<file path="config.mk">
export PLATFORM = sky130hd
export DESIGN_NAME = mem_arbiter
export DESIGN_NICKNAME = d
export VERILOG_FILES = /design/src/rtl/mem_arbiter.sv
export SDC_FILE = /design/constraint.sdc
export NUM_CORES = 1
export LEC_CHECK = 0
export CAP_MARGIN = 25
export CORE_MARGIN = 1.5
export CORE_UTILIZATION = 30
export CTS_BUF_LIST = sky130_fd_sc_hd__clkbuf_4 sky130_fd_sc_hd__clkbuf_8 sky130_fd_sc_hd__clkbuf_16
export DETAILED_ROUTE_END_ITERATION = 12
export PLACE_DENSITY_LB_ADDON = 0.12
export SYNTH_ARGS = -nofsm -noshare
export SYNTH_HDL_FRONTEND = slang
export SYNTH_SLANG_ARGS = --single-unit
</file>
<file path="constraint.sdc">
create_clock -name clk -period 1.6 [get_ports clk]
set_input_delay 0.32 -clock clk [delete_from_list [all_inputs] [get_ports clk]]
set_output_delay 0.32 -clock clk [all_outputs]
set_load 0.01 [all_outputs]
</file>
<file path="src/rtl/mem_arbiter.sv">
// mem_arbiter: shares a single-port 8-bit memory between the instruction fetch
// port (F, read-only) and the data load/store port (D, read/write).
//
// Ports:
//   clk, rst_n                 clock, synchronous active-low reset
//   fReq/fAddr/fGnt            fetch request, address, combinational grant
//   fRdata/fRvalid             registered fetch read data, one-cycle valid pulse
//   dReq/dWe/dAddr/dWdata/dGnt data request, write enable, address, write data, grant
//   dRdata/dRvalid             registered data read data, one-cycle valid pulse (reads only)
//   memAddr/memStoreAddr       memory read/write address (granted port, fAddr when idle)
//   memWrite/memDataIn         memory write strobe and write data
//   memDataOut                 combinational memory read data
//
// PRIORITY_MODE 0: D has priority, but after MAX_D_BURST consecutive D grants
// while F is waiting, F wins once. PRIORITY_MODE 1: round robin.
module mem_arbiter #(
  parameter int unsigned PRIORITY_MODE = 0,
  parameter int unsigned MAX_D_BURST   = 3
) (
  input  logic       clk,
  input  logic       rst_n,
  input  logic       fReq,
  input  logic [7:0] fAddr,
  output logic       fGnt,
  output logic [7:0] fRdata,
  output logic       fRvalid,
  input  logic       dReq,
  input  logic       dWe,
  input  logic [7:0] dAddr,
  input  logic [7:0] dWdata,
  output logic       dGnt,
  output logic [7:0] dRdata,
  output logic       dRvalid,
  output logic [7:0] memAddr,
  output logic [7:0] memStoreAddr,
  output logic       memWrite,
  output logic [7:0] memDataIn,
  input  logic [7:0] memDataOut
);

  typedef enum logic {
    GRANT_F = 1'b0,
    GRANT_D = 1'b1
  } last_e;

  localparam logic [3:0] BURST_MAX = 4'(MAX_D_BURST);

  last_e      rr_last_q, rr_last_d;
  logic [3:0] burst_cnt_q, burst_cnt_d;
  logic [7:0] f_rdata_q, f_rdata_d;
  logic [7:0] d_rdata_q, d_rdata_d;
  logic       f_rvalid_q, f_rvalid_d;
  logic       d_rvalid_q, d_rvalid_d;

  logic       f_gnt, d_gnt, f_win;

  // Grant decision; forced off during reset so nothing transfers in a reset cycle.
  always_comb begin
    f_gnt = 1'b0;
    d_gnt = 1'b0;
    f_win = 1'b0;
    if (rst_n) begin
      if (fReq && dReq) begin
        if (PRIORITY_MODE == 0) begin
          f_win = (burst_cnt_q == BURST_MAX);
        end else begin
          f_win = (rr_last_q == GRANT_D);
        end
        f_gnt = f_win;
        d_gnt = !f_win;
      end else begin
        f_gnt = fReq;
        d_gnt = dReq;
      end
    end
  end

  always_comb begin
    rr_last_d   = rr_last_q;
    burst_cnt_d = burst_cnt_q;
    f_rdata_d   = f_rdata_q;
    d_rdata_d   = d_rdata_q;
    f_rvalid_d  = 1'b0;
    d_rvalid_d  = 1'b0;

    if (f_gnt) begin
      rr_last_d = GRANT_F;
    end else if (d_gnt) begin
      rr_last_d = GRANT_D;
    end

    // Counts D wins only while F is waiting; any F win or idle F restarts it.
    if (!fReq || f_gnt) begin
      burst_cnt_d = '0;
    end else if (d_gnt && (burst_cnt_q != BURST_MAX)) begin
      burst_cnt_d = burst_cnt_q + 4'd1;
    end

    if (f_gnt) begin
      f_rdata_d  = memDataOut;
      f_rvalid_d = 1'b1;
    end
    if (d_gnt && !dWe) begin
      d_rdata_d  = memDataOut;
      d_rvalid_d = 1'b1;
    end
  end

  always_ff @(posedge clk) begin
    if (!rst_n) begin
      rr_last_q   <= GRANT_D;
      burst_cnt_q <= '0;
      f_rdata_q   <= '0;
      d_rdata_q   <= '0;
      f_rvalid_q  <= 1'b0;
      d_rvalid_q  <= 1'b0;
    end else begin
      rr_last_q   <= rr_last_d;
      burst_cnt_q <= burst_cnt_d;
      f_rdata_q   <= f_rdata_d;
      d_rdata_q   <= d_rdata_d;
      f_rvalid_q  <= f_rvalid_d;
      d_rvalid_q  <= d_rvalid_d;
    end
  end

  always_comb begin
    fGnt         = f_gnt;
    dGnt         = d_gnt;
    memAddr      = d_gnt ? dAddr : fAddr;
    memStoreAddr = d_gnt ? dAddr : fAddr;
    memWrite     = d_gnt & dWe;
    memDataIn    = dWdata;
    fRdata       = f_rdata_q;
    fRvalid      = f_rvalid_q;
    dRdata       = d_rdata_q;
    dRvalid      = d_rvalid_q;
  end

endmodule

</file>
# After elaboration in Yosys (flattened, before gate mapping)
# Cells that the tools add are included.
# classes
addsub	1
eq_ne	2
mux	9
bitwise	2
n_reduce_logical	8
# op_table
op	n
1-bit two-way mux	8
8-bit two-way mux	1
4-bit by 1-bit adder with 4-bit output, second input constant	1
4-bit by 2-bit == test with 1-bit output, second input constant	1
4-bit by 2-bit inequality test with 1-bit output, second input constant	1
1-bit logical AND	3
1-bit zero test	3
2-bit OR reduction	1
1-bit bitwise AND	1
1-bit logical OR	1
1-bit NOT	1
# word_totals
regBits	22
out_inout_bits	45
word_cells	27

# Logic depth before layout (Yosys ltp)
# depth
depth_word	8
mapped_depth	5
mapped_depth_nobuf	4

# Least setup slack after synthesis
# OpenSTA, ideal clock, no wires.
# synth_path
path_kind	reg-to-output
startpoint	register burst_cnt_q[0]
endpoint	output port memStoreAddr[0]
t_arrival_ps	1540
required_ps	1280
path_slack_ps	-260
stages_incl_launch_ff	6
cell_sequence	dfxtp_1 ha_1 nor3b_4 a21oi_4 mux2_2 buf_4
# synth_via
elab_chain_cells	7
# synth_rtl
element	line_no	source
from (decl)	49	logic [3:0] burst_cnt_q, burst_cnt_d;
from (signal assigned)	119	burst_cnt_q <= burst_cnt_d;
4-bit by 2-bit == test with 1-bit output	65	f_win = (burst_cnt_q == BURST_MAX);
1-bit two-way mux	63	if (fReq && dReq) begin
1-bit two-way mux	62	if (rst_n) begin
1-bit zero test	70	d_gnt = !f_win;
1-bit two-way mux	63	
1-bit two-way mux	62	
named net dGnt	31	output logic dGnt,
8-bit two-way mux	n/a	
to (decl)	35	output logic [7:0] memStoreAddr,
# The timed path passes the listed nets, and every way through them passes these cells. The select of a mux whose other input is x is not followed.

# Worst setup path in the final report
# layout_path
startpoint	register burst_cnt_q[0]
endpoint	output port memAddr[4]
# layout_via
elab_chain_cells	7
# layout_rtl
element	line_no	source
4-bit by 2-bit == test with 1-bit output	65	
1-bit two-way mux	63	
1-bit two-way mux	62	
1-bit zero test	70	
1-bit two-way mux	63	
1-bit two-way mux	62	
8-bit two-way mux	130	memAddr = d_gnt ? dAddr : fAddr;
to (decl)	34	output logic [7:0] memAddr,
# No other way between the ends. The select of a mux whose other input is x is not followed.

==> metrics.md <==
| Metric | Value |
|---|---|
| Synthesized instance count | 111 |
| Power Dens Cells | 653.9 mW/mm² |
| Setup CP Type | flip-flop to output pin |
| GRT overflow | 0 |
| Sequential cell area | 442.9 µm² |
| Fillers | 318 |
| H-tree levels | 1 |
| Antenna violations before repair | 0 |
| # diodes | 0 |
| Hold Crit Depth | 2 |
| Synth unique cells | 20 |
| Max Cap Violations | 0 |
| Antenna Nets Post-Route | 0 |
| F_max | 0.4893 GHz |
| Period minus WS final | 2.044 ns |
| Die width | 62.75 µm |
| Min-delay worst type | flip-flop to flip-flop |
| TritonCTS clock tree | yes |
| Hold Vio Cnt, Final | 0 |
| Syn Nets | 149 |
| Gr usage total | 13.66% |
| Layout area overhead | 68.46% |
| NetSw | 279.7 µW |
| Slew Viols, Final | 0 |
| # IOs | 82 |
| Share of the synthesized area in the top cell type | 41.12% |
| Starting Density | 31.60% |
| Worst EP arrival | 1.72 ns |
| # hold bufs at CTS | 0 |
| Sequential cell area fraction in the yosys report | 41.12% |
| Largest net degree at the start of global routing | 27 |
| Synthesized area per cell | 9.649 µm² |
| Via density | 4.395 |
| Vias in the first global route | 993 |
| Setup WS post-layout | -0.4435 ns |
| DR pass1 iterations | 2 |
| Synth area leader | dfxtp_1 |
| Status | finished with violations |
| WL final | 2.677 mm |
| Rel. slew slack | 83.70% |
| Count leader, synth | nand2_1 |
| Via Count | 967 |
| Critical Path End Type | output pin |
| Combinational share of power | 26.2% |
| Fin nets | 213 |
| Commonest cells post-synth | 26 x nand2_1, 22 x dfxtp_1, 17 x buf_4 |
| Post-synthesis async set-or-reset flop share | 0% |
| Power, Total | 1180 µW |
| Port Buffers | 65 |
| Finished Core Util | 53.23% |
| Internal power | 900.1 µW |
| Die area | 0.003938 mm² |
| Crit path required time | 1.28 ns |
| Synth top area cells | dfxtp_1 41%, mux2i_1 15%, buf_4 12% |
| Sequential share of power | 49.1% |
| Critical path launch point type | flip-flop |
| Worst-path clk slew | 0.11 ns |
| Switching share of total power | 23.71% |
| Max Root-Sink Buffers | 2 |
| R2R depth | 6 |
| RSZ-0062 raised after global routing | yes |
| Wire per inst | 12.17 µm |
| CTS root buffer | clkbuf_4 |
| First-pass GRT wire length | 4.388 mm |
| Count of flip-flops with a built-in enable after synthesis | 0 |
| Total CTS buffers | 3 |
| Crit share post-route | 127.7% |
| Yosys reg bits | 22 |
| CTS sink cnt | 22 |
| Slew @ Worst Pin | 0.2437 ns |
| Row count | 21 |
| Synthesized cell area | 0.001071 mm² |
| Final HPWL DP | 2.126 mm |
| Yosys warns | 0 |
| Core area | 0.003390 mm² |
| Clock skew | 0.006028 ns |
| Clock Latency Late Sink | 0.30 ns |
| P_leak | 0.0007774 µW |
| Violation count after the first detailed-routing iteration | 11 |
| Max VDD drop | 473.4 µV |
| CP Max Fanout | 10 |
| Synth Flop Type | dfxtp_1 |
| Clock share of power | 24.7% |
| Share of cells above drive strength 1 | 30.46% |
| RePlAce Congestion | 0.6672 |
| Final setup viols | 19 |
| # DRC | 0 |
| Die Ht | 62.75 µm |
| Violated checks | negative setup slack |
| Multi-input gate area | 530.5 µm² |
[kinds of logic (layout without fill, tap and decap cells)]
logic type | Yosys count | count (layout) | synth area share, %
DFF | 22 | 22 | 41.12
AOI/OAI and AO/OA | 3 | 3 | 2.687
muxes | 25 | 25 | 24.42
adders and majority gates | 1 | 1 | 1.168
buffers and inverters | 23 | 86 | 14.84
and+or+nand+nor | 36 | 36 | 14.95
xor gates and xnor gates | 1 | 1 | 0.8179
[per-layer routing]
metal	routed length [µm]	share of wire (%)	vias to the layer above	GRT usage [%]
li1	-	-	478	-
met1	1042	39	445	15.48
met2	1416	53	40	25.27
met3	197	7.4	4	3.423
met4	21	0.78	0	3.611
met5	0	0	-	0
[critical path, stage by stage (launching register included)]
cell     delay (ns)
dfxtp_2        0.37
ha_4           0.13
nor3b_4        0.23
a21oi_4        0.09
buf_12         0.15
mux2_4         0.30
buf_2          0.15
[cells in the final DEF (no fill, tap or decap), drive strengths merged]
cell type / n
clkdlybuf4s50: 46
buf: 32
nand2: 26
dfxtp: 22
mux2i: 16
mux2: 9
clkbuf: 5
nor2: 4
inv: 2
nand3: 2
nor3b: 2
o21ai: 1
a21oi: 1
and2: 1
a211oi: 1
xor2: 1
nor3: 1
ha: 1
dlygate4sd2: 1
[power by group through the flow]
stage	registers [µW]	logic, µW	clock network (µW)
finish	579	310	291
global route	582	333	316
CTS	580	303	302
detailed placement	591	325	0
global placement	590	321	0
floorplan	600	163	0
[repair_timing]
item,in CTS,in global routing
endpoints found under the setup margin,19,26
buffers inserted,1,1
pin swaps,1,3
gates resized for setup,74,8
[stage by stage]
stage	instance area, µm²	std cells	TNS [ns]	hold WS [ns]	worst slack, ns
2_1_floorplan	1146	111	-2.068	0.4293	-0.1921
3_3_place_gp	1803	216	-14.19	0.4434	-0.7087
3_5_place_dp	1803	216	-14.78	0.4516	-0.7322
4_1_cts	1777	220	-8.349	0.4708	-0.4645
5_1_grt	1804	220	-8.826	0.4957	-0.4969
6_report	1804	220	-7.799	0.4689	-0.4435
[state kept, by name (all words and copies together), names as in the netlist]
signal,cells
fRdata,8
burst_cnt_q,4
dRvalid,1
dRdata,8
fRvalid,1
[area by class of cell]
cell class / instances / share of cell area (%)
repair buffers: 80 / 40.43
multi-input cells: 66 / 29.40
flip-flops and latches: 22 / 24.55
well taps: 46 / 3.190
clock buffers: 4 / 2.011
inverters: 2 / 0.4161
[path summary, 6_finish.rpt]
kind | from | end | slack [ns]
min | dRdata[5]$_SDFFE_PN0P_ | dRdata[5]$_SDFFE_PN0P_ | 0.47
min reg2reg | dRdata[5]$_SDFFE_PN0P_ | dRdata[5]$_SDFFE_PN0P_ | 0.47
max reg2reg | burst_cnt_q[0]$_SDFFE_PP0P_ | dRdata[7]$_SDFFE_PN0P_ | 0.10
max | burst_cnt_q[0]$_SDFFE_PP0P_ | memAddr[4] | -0.44
(Power assumes the default switching activity.)
